==> src/rtl/aw_channel.sv <==
// Write-address stage of the AXI downsizer: splits one wide AW burst into narrow AW bursts
// and feeds per-beat sub-transfer counts to the W splitter. Optional: AW_BURST_CHECK_EN.
module aw_channel #(
    parameter int ADDR_WIDTH    = 32,
    parameter int M_DATA_WIDTH  = 128,
    parameter int S_DATA_WIDTH  = 32,
    parameter int MAX_SUB_TRANS = M_DATA_WIDTH / S_DATA_WIDTH,
    parameter int MAX_BURST_LEN = 256,
    parameter int W_FIFO_DEPTH  = 8,
    parameter int XFER_D_IN     = 3
) (
    input  logic                  aclk,
    input  logic                  arst_n,
    input  logic [ADDR_WIDTH-1:0] m_awaddr,
    input  logic [7:0]            m_awlen,
    input  logic [2:0]            m_awsize,
    input  logic [1:0]            m_awburst,
    input  logic                  m_awvalid,
    output logic                  m_awready,
    output logic [ADDR_WIDTH-1:0] s_awaddr,
    output logic [7:0]            s_awlen,
    output logic [2:0]            s_awsize,
    output logic [1:0]            s_awburst,
    output logic                  s_awvalid,
    input  logic                  s_awready,
    output logic [XFER_D_IN-1:0]  xfer_data_o,
    output logic                  xfer_empty_o,
    input  logic                  xfer_rd_valid_i,
    output logic [7:0]            b_split_cnt,
    output logic                  b_info_valid,
    output logic                  burst_err
);

    localparam int S_SIZE      = $clog2(S_DATA_WIDTH / 8);
    localparam int SUB_SHIFT   = $clog2(MAX_SUB_TRANS);
    localparam int BURST_SHIFT = $clog2(MAX_BURST_LEN);
    localparam int PTR_W       = $clog2(W_FIFO_DEPTH);

    typedef enum logic [1:0] {IDLE, ISSUE, DRAIN} state_t;

    state_t                 state_reg, state_next;
    logic [ADDR_WIDTH-1:0]  addr_reg;
    logic [2:0]             size_reg;
    logic [XFER_D_IN-1:0]   r_reg;
    logic [10:0]            rem_reg;
    logic [8:0]             push_cnt_reg;
    logic [8:0]             push_cnt_next;
    logic [7:0]             b_split_cnt_reg;
    logic                   b_info_valid_reg;

    logic                   m_hs, s_hs;
    logic [2:0]             size_eff, size_calc, r_shift;
    logic [10:0]            r_calc, t_calc;
    logic [11:0]            split_calc;
    logic [7:0]             burst_len;
    logic [10:0]            burst_beats;
    logic [ADDR_WIDTH-1:0]  addr_step;

    logic [XFER_D_IN-1:0]   fifo_mem [W_FIFO_DEPTH];
    logic [PTR_W-1:0]       wr_ptr_reg, rd_ptr_reg;
    logic [PTR_W:0]         fifo_cnt_reg;
    logic                   fifo_full, fifo_empty, push_en, pop_en;

    assign m_hs = m_awvalid && m_awready;
    assign s_hs = s_awvalid && s_awready;

    // Sizes wider than the wide bus are clamped so R never exceeds MAX_SUB_TRANS.
    always_comb begin
        if (m_awsize > 3'(S_SIZE + SUB_SHIFT))
            size_eff = 3'(S_SIZE + SUB_SHIFT);
        else
            size_eff = m_awsize;
        if (size_eff > 3'(S_SIZE)) begin
            r_shift   = size_eff - 3'(S_SIZE);
            size_calc = 3'(S_SIZE);
        end else begin
            r_shift   = 3'd0;
            size_calc = size_eff;
        end
        r_calc     = 11'd1 << r_shift;
        t_calc     = ({3'd0, m_awlen} + 11'd1) * r_calc;
        split_calc = ({1'b0, t_calc} + 12'(MAX_BURST_LEN - 1)) >> BURST_SHIFT;
    end

    always_comb begin
        if (rem_reg >= 11'(MAX_BURST_LEN))
            burst_len = 8'(MAX_BURST_LEN - 1);
        else
            burst_len = 8'(rem_reg - 11'd1);
        burst_beats = {3'd0, burst_len} + 11'd1;
        addr_step   = ADDR_WIDTH'(burst_beats) << size_reg;
    end

    // Full is taken from the registered count, so a same-cycle pop never frees a slot early.
    assign fifo_full     = fifo_cnt_reg[PTR_W];
    assign fifo_empty    = (fifo_cnt_reg == '0);
    assign push_en       = (push_cnt_reg != 9'd0) && !fifo_full;
    assign pop_en        = xfer_rd_valid_i && !fifo_empty;
    assign push_cnt_next = push_cnt_reg - 9'(push_en);

    always_comb begin
        state_next = state_reg;
        m_awready  = 1'b0;
        s_awvalid  = 1'b0;
        case (state_reg)
            IDLE: begin
                m_awready = 1'b1;
                if (m_awvalid)
                    state_next = ISSUE;
            end
            ISSUE: begin
                s_awvalid = 1'b1;
                if (s_awready && (rem_reg == burst_beats))
                    state_next = (push_cnt_next != 9'd0) ? DRAIN : IDLE;
            end
            DRAIN: begin
                if (push_cnt_next == 9'd0)
                    state_next = IDLE;
            end
            default: state_next = IDLE;
        endcase
    end

    always_ff @(posedge aclk or negedge arst_n) begin
        if (!arst_n)
            state_reg <= IDLE;
        else
            state_reg <= state_next;
    end

    always_ff @(posedge aclk or negedge arst_n) begin
        if (!arst_n) begin
            addr_reg         <= '0;
            size_reg         <= '0;
            r_reg            <= '0;
            rem_reg          <= '0;
            push_cnt_reg     <= '0;
            b_split_cnt_reg  <= '0;
            b_info_valid_reg <= 1'b0;
        end else begin
            b_info_valid_reg <= m_hs;
            if (m_hs) begin
                addr_reg        <= m_awaddr;
                size_reg        <= size_calc;
                r_reg           <= XFER_D_IN'(r_calc);
                rem_reg         <= t_calc;
                push_cnt_reg    <= {1'b0, m_awlen} + 9'd1;
                b_split_cnt_reg <= 8'(split_calc);
            end else begin
                push_cnt_reg <= push_cnt_next;
                if (s_hs) begin
                    rem_reg  <= rem_reg - burst_beats;
                    addr_reg <= addr_reg + addr_step;
                end
            end
        end
    end

    always_ff @(posedge aclk) begin
        if (push_en)
            fifo_mem[wr_ptr_reg] <= r_reg;
    end

    always_ff @(posedge aclk or negedge arst_n) begin
        if (!arst_n) begin
            wr_ptr_reg   <= '0;
            rd_ptr_reg   <= '0;
            fifo_cnt_reg <= '0;
        end else begin
            if (push_en)
                wr_ptr_reg <= wr_ptr_reg + 1'b1;
            if (pop_en)
                rd_ptr_reg <= rd_ptr_reg + 1'b1;
            case ({push_en, pop_en})
                2'b10:   fifo_cnt_reg <= fifo_cnt_reg + 1'b1;
                2'b01:   fifo_cnt_reg <= fifo_cnt_reg - 1'b1;
                default: fifo_cnt_reg <= fifo_cnt_reg;
            endcase
        end
    end

    assign xfer_data_o  = fifo_empty ? '0 : fifo_mem[rd_ptr_reg];
    assign xfer_empty_o = fifo_empty;

    // Narrow fields read as zero outside ISSUE; they only move on a narrow handshake.
    assign s_awaddr  = (state_reg == ISSUE) ? addr_reg : '0;
    assign s_awlen   = (state_reg == ISSUE) ? burst_len : 8'd0;
    assign s_awsize  = (state_reg == ISSUE) ? size_reg : 3'd0;
    assign s_awburst = (state_reg == ISSUE) ? 2'b01 : 2'b00;

    assign b_split_cnt  = b_split_cnt_reg;
    assign b_info_valid = b_info_valid_reg;

`ifdef AW_BURST_CHECK_EN
    logic burst_err_reg;

    always_ff @(posedge aclk or negedge arst_n) begin
        if (!arst_n)
            burst_err_reg <= 1'b0;
        else if (m_hs && (m_awburst != 2'b01))
            burst_err_reg <= 1'b1;
    end

    assign burst_err = burst_err_reg;
`else
    logic unused_awburst;
    assign unused_awburst = ^m_awburst;
    assign burst_err      = 1'b0;
`endif

endmodule

==> config.mk <==
export PLATFORM = sky130hd
export DESIGN_NAME = aw_channel
export DESIGN_NICKNAME = d
export VERILOG_FILES = /design/src/rtl/aw_channel.sv
export SDC_FILE = /design/constraint.sdc
export NUM_CORES = 1
export LEC_CHECK = 0
export ABC_AREA = 1
export CORE_MARGIN = 5
export CORE_UTILIZATION = 26
export DETAILED_ROUTE_END_ITERATION = 8
export PLACE_DENSITY = 0.51
export RECOVER_POWER = 50
export SYNTH_ARGS = -nofsm -noshare
export SYNTH_HDL_FRONTEND = slang
export SYNTH_SLANG_ARGS = --single-unit
==> constraint.sdc <==
create_clock -name aclk -period 7.35 [get_ports aclk]
set_clock_uncertainty 0.2 [all_clocks]
set_input_delay 1.8375 -clock aclk [delete_from_list [all_inputs] [get_ports aclk]]
set_output_delay 1.8375 -clock aclk [all_outputs]
set_load 0.005 [all_outputs]
-- Yosys cells after proc, flatten, opt, wreduce, memory -nomap -nowiden
Memories as Yosys holds them, arrays and structs flattened.
Index checks and enable logic that the tools add are counted.
- input bits: 50
- output and inout bits: 61
- memory bits (writable): 24
- flip-flop bits (word level): 75
- memories kept: 1
- word-level logic and storage cells: 78
- add/sub/neg operators: 13
- $mul: 1
- equal/unequal tests: 8
- $lt $le $gt $ge: 3
- shifts and indexed selects: 2
- reduce and logical (&&, ||, !) cells: 15
- muxes and demuxes: 24
- memories (memory ; words ; width ; rd ports ; clocked after memory_dff ; write ports ; RTL line ; text):
    fifo_mem ; 8 ; 3 ; 1 ; 0 ; 1 ; 59 ; logic [XFER_D_IN-1:0] fifo_mem [W_FIFO_DEPTH];
- operators with widths (kind ; count):
    two-way mux 32 bit ; 3
    adder 32 bit ; 1
    left shift 9 x 3 -> 32 bit ; 1
    adder 8 x 1 -> 9 bit, second input constant ; 3
    two-way mux 11 bit ; 2
    nonzero test 9 bit ; 2
    two-way mux 8 bit ; 2
    two-way mux 3 bit ; 5
    adder 11 x 8 -> 12 bit, second input constant ; 1
    equality test 11 x 9 -> 1 bit ; 1
    >= comparator 11 x 9 -> 1 bit, second input constant ; 1
    multiplier 9 x 11 -> 11 bit ; 1
    left shift 1 x 3 -> 11 bit, first input constant ; 1
    subtractor 11 x 9 -> 11 bit ; 1
    logical NOT 9 bit ; 1
    two-way mux 9 bit ; 1
    subtractor 9 x 1 -> 9 bit ; 1
    two-way mux 2 bit ; 4
    one-hot mux 4 bit (2 select lines) ; 1
    subtractor 8 x 1 -> 8 bit, second input constant ; 1
    adder 3 x 1 -> 3 bit, second input constant ; 2
    inequality test 2 bit, second input constant ; 3
    one-hot mux 2 bit (3 select lines) ; 1
    logical AND 1 bit ; 5
    13 further kinds ; 21

-- Depth between registers and ports, before layout
- depth after elaboration: 7
- gate-level depth with buffers: 28
- gate-level depth less buffers: 28

-- Worst setup path after synthesis
OpenSTA, ideal clock, no wires.
- path type: input to register
- start: in m_awlen[0]
- end: reg b_split_cnt_reg[2], in the netlist b_split_cnt[2]
- cell stages on the path: 26
- required time: 7.037 ns
- data arrival time: 5.903 ns
- library setup time: 0.113 ns
- setup slack: 1.133 ns
- path buffers: 0
- cell sequence: nand3_1 inv_1 nand3_1 nor3b_1 or2_2 nand2_1 inv_1 nand2_1 fa_1 fa_1 inv_1 fa_1 inv_1 fa_1 inv_1 ha_1 nand2_1 inv_1 nand2_1 nand3_1 xnor2_1 nor2_1 mux2i_1 nand2_1 nand2_1 inv_1
- word-level cells in the longest chain between the ends: 3
- RTL lines (item ; RTL line ; text):
    from (decl) ; 15 ; input logic [7:0] m_awlen,
    adder 8 x 1 -> 9 bit ; 81 ; t_calc = ({3'd0, m_awlen} + 11'd1) * r_calc;
    multiplier 9 x 11 -> 11 bit ; 81 ;
    adder 11 x 8 -> 12 bit ; 82 ; split_calc = ({1'b0, t_calc} + 12'(MAX_BURST_LEN - 1)) >> BURST_SHIFT;
    to (signal assigned) ; 148 ; b_split_cnt_reg <= 8'(split_calc);
    to (decl) ; 48 ; logic [7:0] b_split_cnt_reg;
No other way between the ends.
A chain may end at the register's enable or synchronous reset.

-- Worst setup path after layout
Ends and elaborated chain as after synthesis.

==> out/results.ini <==
[sta]
setup_violations=0
max_clock_freq_mhz=148.8
tightestPinTransition_ns=3.048
timing_max_transition_violations_final=112
hold_violations=0
final_worst_path_cycle_share_pct=91.43
final.setup.tns_ns=0
grt_setup_unrepaired=false
final.min_clock_period_ns=6.720
maxSlewHeadroom_pct=-103.2

[grt]
grt_max_degree=51
antenna_found_initial=0
grt_overflow_total=0
grt_pass1_wl_mm=40.72
grt_pass1_vias=7967
global_route_usage_over_all_layers_pct=13.68

[drt]
via_per_inst=4.508
routed_wire_length_mm=25.19
drtIter0Drc=490
routed_wire_length_per_instance_um=14.32
antenna_violating_nets_post_route=0
drtPass1Iterations=4
drc=0
vias=7929

[final_layout]
final_net_count=1445
layout_common_cells=sky130_fd_sc_hd__nand2_1 (278), sky130_fd_sc_hd__inv_1 (170), sky130_fd_sc_hd__nor2_1 (140)
drive_gt1_share_pct=5.034
num-fill-cells=3617
layout.cells.most_common=sky130_fd_sc_hd__nand2_1
antenna_cells_inserted=0
area_growth_syn_to_layout_pct=21.29
final_cell_count_no_fill=1759
number_of_flip_flops_in_the_largest_register=32

[yosys]
synth_sequential_area_ratio_pct=29.85
ys.flop_type=sky130_fd_sc_hd__dfrtp_1
synthesis.instances=1191
synth_enable_flop_cells=24
ys.warnings.count=0
synth_cell_types=46
ys_seq_elements=99
netlist_area_um2=8702
async_flop_share_pct=75.76
synth_area_per_cell_um2=7.307

[hold_path]
holdCritPathClass=reg2reg

[floorplan]
design.portCount=111
fp.dieW_um=192.9
floorplan.rows=67
start_util_pct=26.15
die_height_um=192.9
die_area_um2=37230
design.core.area_um2=33280

[clocking]
post_cts_hold_buffer_count=0
tritoncts_num_sinks=99
cts_setup_buffers=0
h-tree-depth=3
worst_setup_hold_path_clk_slew_ns=0.07
tritoncts=yes
cts-resized-gates=0
cts.path.max_buffers=2
buffer_cell_driving_the_clock_tree_root=sky130_fd_sc_hd__clkbuf_16
cts_inserted_buffers=9
clock_insertion_delay_worst_skew_ns=0.36

[critical_path]
critical_setup_path_class=in2reg
worst_ep_arrival_time_ns=6.78
setup.worst_path.start_class=input port
critPathRequiredTime_ns=7.41
critical_path.max_fanout=4
critPathCaptureType=flop

[place]
gpl.final_weighted_congestion=0.8665
dp.cells=1744
i_o_buffers=102
dpl.hpwl_mm=19.80

[outcome]
failed_checks=max-capacitance violations, max-slew violations
status=finished, violations left

[power_and_ir_drop]
p_leak_uw=0.004950
worst_ir_drop_vdd_v=0.0002348
power-per-cell-area_nw_per_um2=493.0

[flow_run]
max_cap_viol_count=3

==> worst paths after layout <==
path                                            start                    endpoint  slack, ns  cells after the start
setup / recovery                           m_awlen[0]  b_split_cnt[2]$_DFFE_PN0P_       0.63                     27
hold / removal             b_split_cnt[3]$_DFFE_PN0P_  b_split_cnt[3]$_DFFE_PN0P_       0.29                      2
setup reg to reg               rem_reg[1]$_DFFE_PN0P_    addr_reg[30]$_DFFE_PN0P_       3.03                     23
hold reg to reg            b_split_cnt[3]$_DFFE_PN0P_  b_split_cnt[3]$_DFFE_PN0P_       0.29                      2
max in group asynchronous                      arst_n   push_cnt_reg[0]$_DFF_PN0_       1.67                      2
min in group asynchronous                      arst_n     addr_reg[7]$_DFFE_PN0P_       1.68                      1
==> layer usage <==
metal  vias up  global-route usage [%]  wire length [um]
met4         0                   4.058               516
met3        28                   2.269               911
li1       4054                       -                 -
met1      3741                   18.47             11930
met2       106                   22.64             11840
met5         -                       0                 0
==> synth_stat cells, types with 3 or more instances <==
library cell	n	area [um^2]
sky130_fd_sc_hd__nor3_1	12	60.06
sky130_fd_sc_hd__nand3b_1	3	22.52
sky130_fd_sc_hd__o21ai_0	69	345.3
sky130_fd_sc_hd__clkbuf_1	14	52.55
sky130_fd_sc_hd__a21oi_1	33	165.2
sky130_fd_sc_hd__buf_4	10	75.07
sky130_fd_sc_hd__o21a_1	3	22.52
sky130_fd_sc_hd__nor2_1	140	525.5
sky130_fd_sc_hd__fa_1	33	660.6
sky130_fd_sc_hd__xnor2_1	22	192.7
sky130_fd_sc_hd__o211ai_1	16	120.1
sky130_fd_sc_hd__inv_1	171	641.9
sky130_fd_sc_hd__o21bai_1	3	22.52
sky130_fd_sc_hd__nand2_2	4	25.02
sky130_fd_sc_hd__nand4_1	13	81.33
sky130_fd_sc_hd__or2_2	4	25.02
sky130_fd_sc_hd__o221ai_1	12	105.1
sky130_fd_sc_hd__nand2_1	278	1044
sky130_fd_sc_hd__edfxtp_1	24	720.7
sky130_fd_sc_hd__xor2_1	20	175.2
sky130_fd_sc_hd__dfrtp_1	75	1877
sky130_fd_sc_hd__a31oi_1	6	37.54
sky130_fd_sc_hd__buf_2	13	65.06
sky130_fd_sc_hd__inv_2	8	30.03
sky130_fd_sc_hd__o22ai_1	6	37.54
sky130_fd_sc_hd__nand3_1	97	485.5
sky130_fd_sc_hd__nand3_2	9	90.09
sky130_fd_sc_hd__nor4_1	6	37.54
sky130_fd_sc_hd__o21ai_1	5	25.02
sky130_fd_sc_hd__ha_1	55	688.2
sky130_fd_sc_hd__nor2_4	8	90.09
==> through the flow <==
stage | area, um^2 | util [%] | power, uW | setup slack (ns) | hold slack [ns]
CTS | 10570 | 31.75 | 5236 | 0.6029 | 0.2999
global placement | 10280 | 30.88 | 4696 | 0.2542 | 0.2747
floorplan | 8815 | - | 3628 | 1.133 | 0.2678
finish | 10560 | 31.72 | 5204 | 0.6298 | 0.2922
detailed placement | 10280 | 30.88 | 4725 | 0.2115 | 0.2663
global route | 10560 | 31.72 | 5790 | 0.1930 | 0.3207
==> logic make-up (layout without fill, tap and decap cells) <==
logic type | Yosys count | count (layout) | synth area share, %
muxes | 1 | 1 | 0.1150
buffers and inverters | 217 | 307 | 10.01
xor gates and xnor gates | 42 | 42 | 4.227
adders and majority gates | 88 | 88 | 15.50
AOI/OAI and AO/OA | 159 | 159 | 10.68
DFF | 99 | 99 | 29.85
and+or+nand+nor | 583 | 583 | 29.53
other | 2 | 32 | 0.08630
==> where the power goes <==
| part | internal [uW] | total [uW] | switching [uW] |
|---|---|---|---|
| Sequential | 817 | 1040 | 220 |
| Clock | 262 | 487 | 224 |
| Combinational | 1480 | 3680 | 2200 |
| Total | 2560 | 5200 | 2650 |
==> layout make-up <==
type / count / area (um^2) / area share (%)
Sequential cell: 99 / 2597 / 24.61
Clock inverter: 6 / 65.06 / 0.6164
Clock buffer: 9 / 225.2 / 2.134
Tap cell: 448 / 560.5 / 5.311
Inverter: 180 / 678.2 / 6.425
Multi-Input combinational cell: 905 / 5346 / 50.65
Timing Repair Buffer: 112 / 1082 / 10.25
==> worst max-delay path, stage by stage <==
cell	delay (ns)
sky130_fd_sc_hd__clkdlybuf4s50_1	0.51
sky130_fd_sc_hd__nand3_1	0.13
sky130_fd_sc_hd__inv_1	0.07
sky130_fd_sc_hd__nand3_1	0.09
sky130_fd_sc_hd__nor3b_1	0.25
sky130_fd_sc_hd__or2_2	0.15
sky130_fd_sc_hd__nand2_1	0.07
sky130_fd_sc_hd__inv_1	0.09
sky130_fd_sc_hd__nand2_1	0.07
sky130_fd_sc_hd__fa_1	0.49
sky130_fd_sc_hd__fa_1	0.55
sky130_fd_sc_hd__inv_1	0.06
sky130_fd_sc_hd__fa_1	0.53
sky130_fd_sc_hd__inv_1	0.05
sky130_fd_sc_hd__fa_1	0.53
sky130_fd_sc_hd__inv_1	0.04
sky130_fd_sc_hd__ha_1	0.34
sky130_fd_sc_hd__nand2_1	0.09
sky130_fd_sc_hd__inv_1	0.05
sky130_fd_sc_hd__nand4_1	0.06
sky130_fd_sc_hd__nand3_1	0.09
sky130_fd_sc_hd__xnor2_1	0.23
sky130_fd_sc_hd__nor2_1	0.11
sky130_fd_sc_hd__mux2i_1	0.13
sky130_fd_sc_hd__nand2_1	0.07
sky130_fd_sc_hd__nand2_1	0.06
sky130_fd_sc_hd__inv_1	0.04
(Power assumes the default switching activity.)
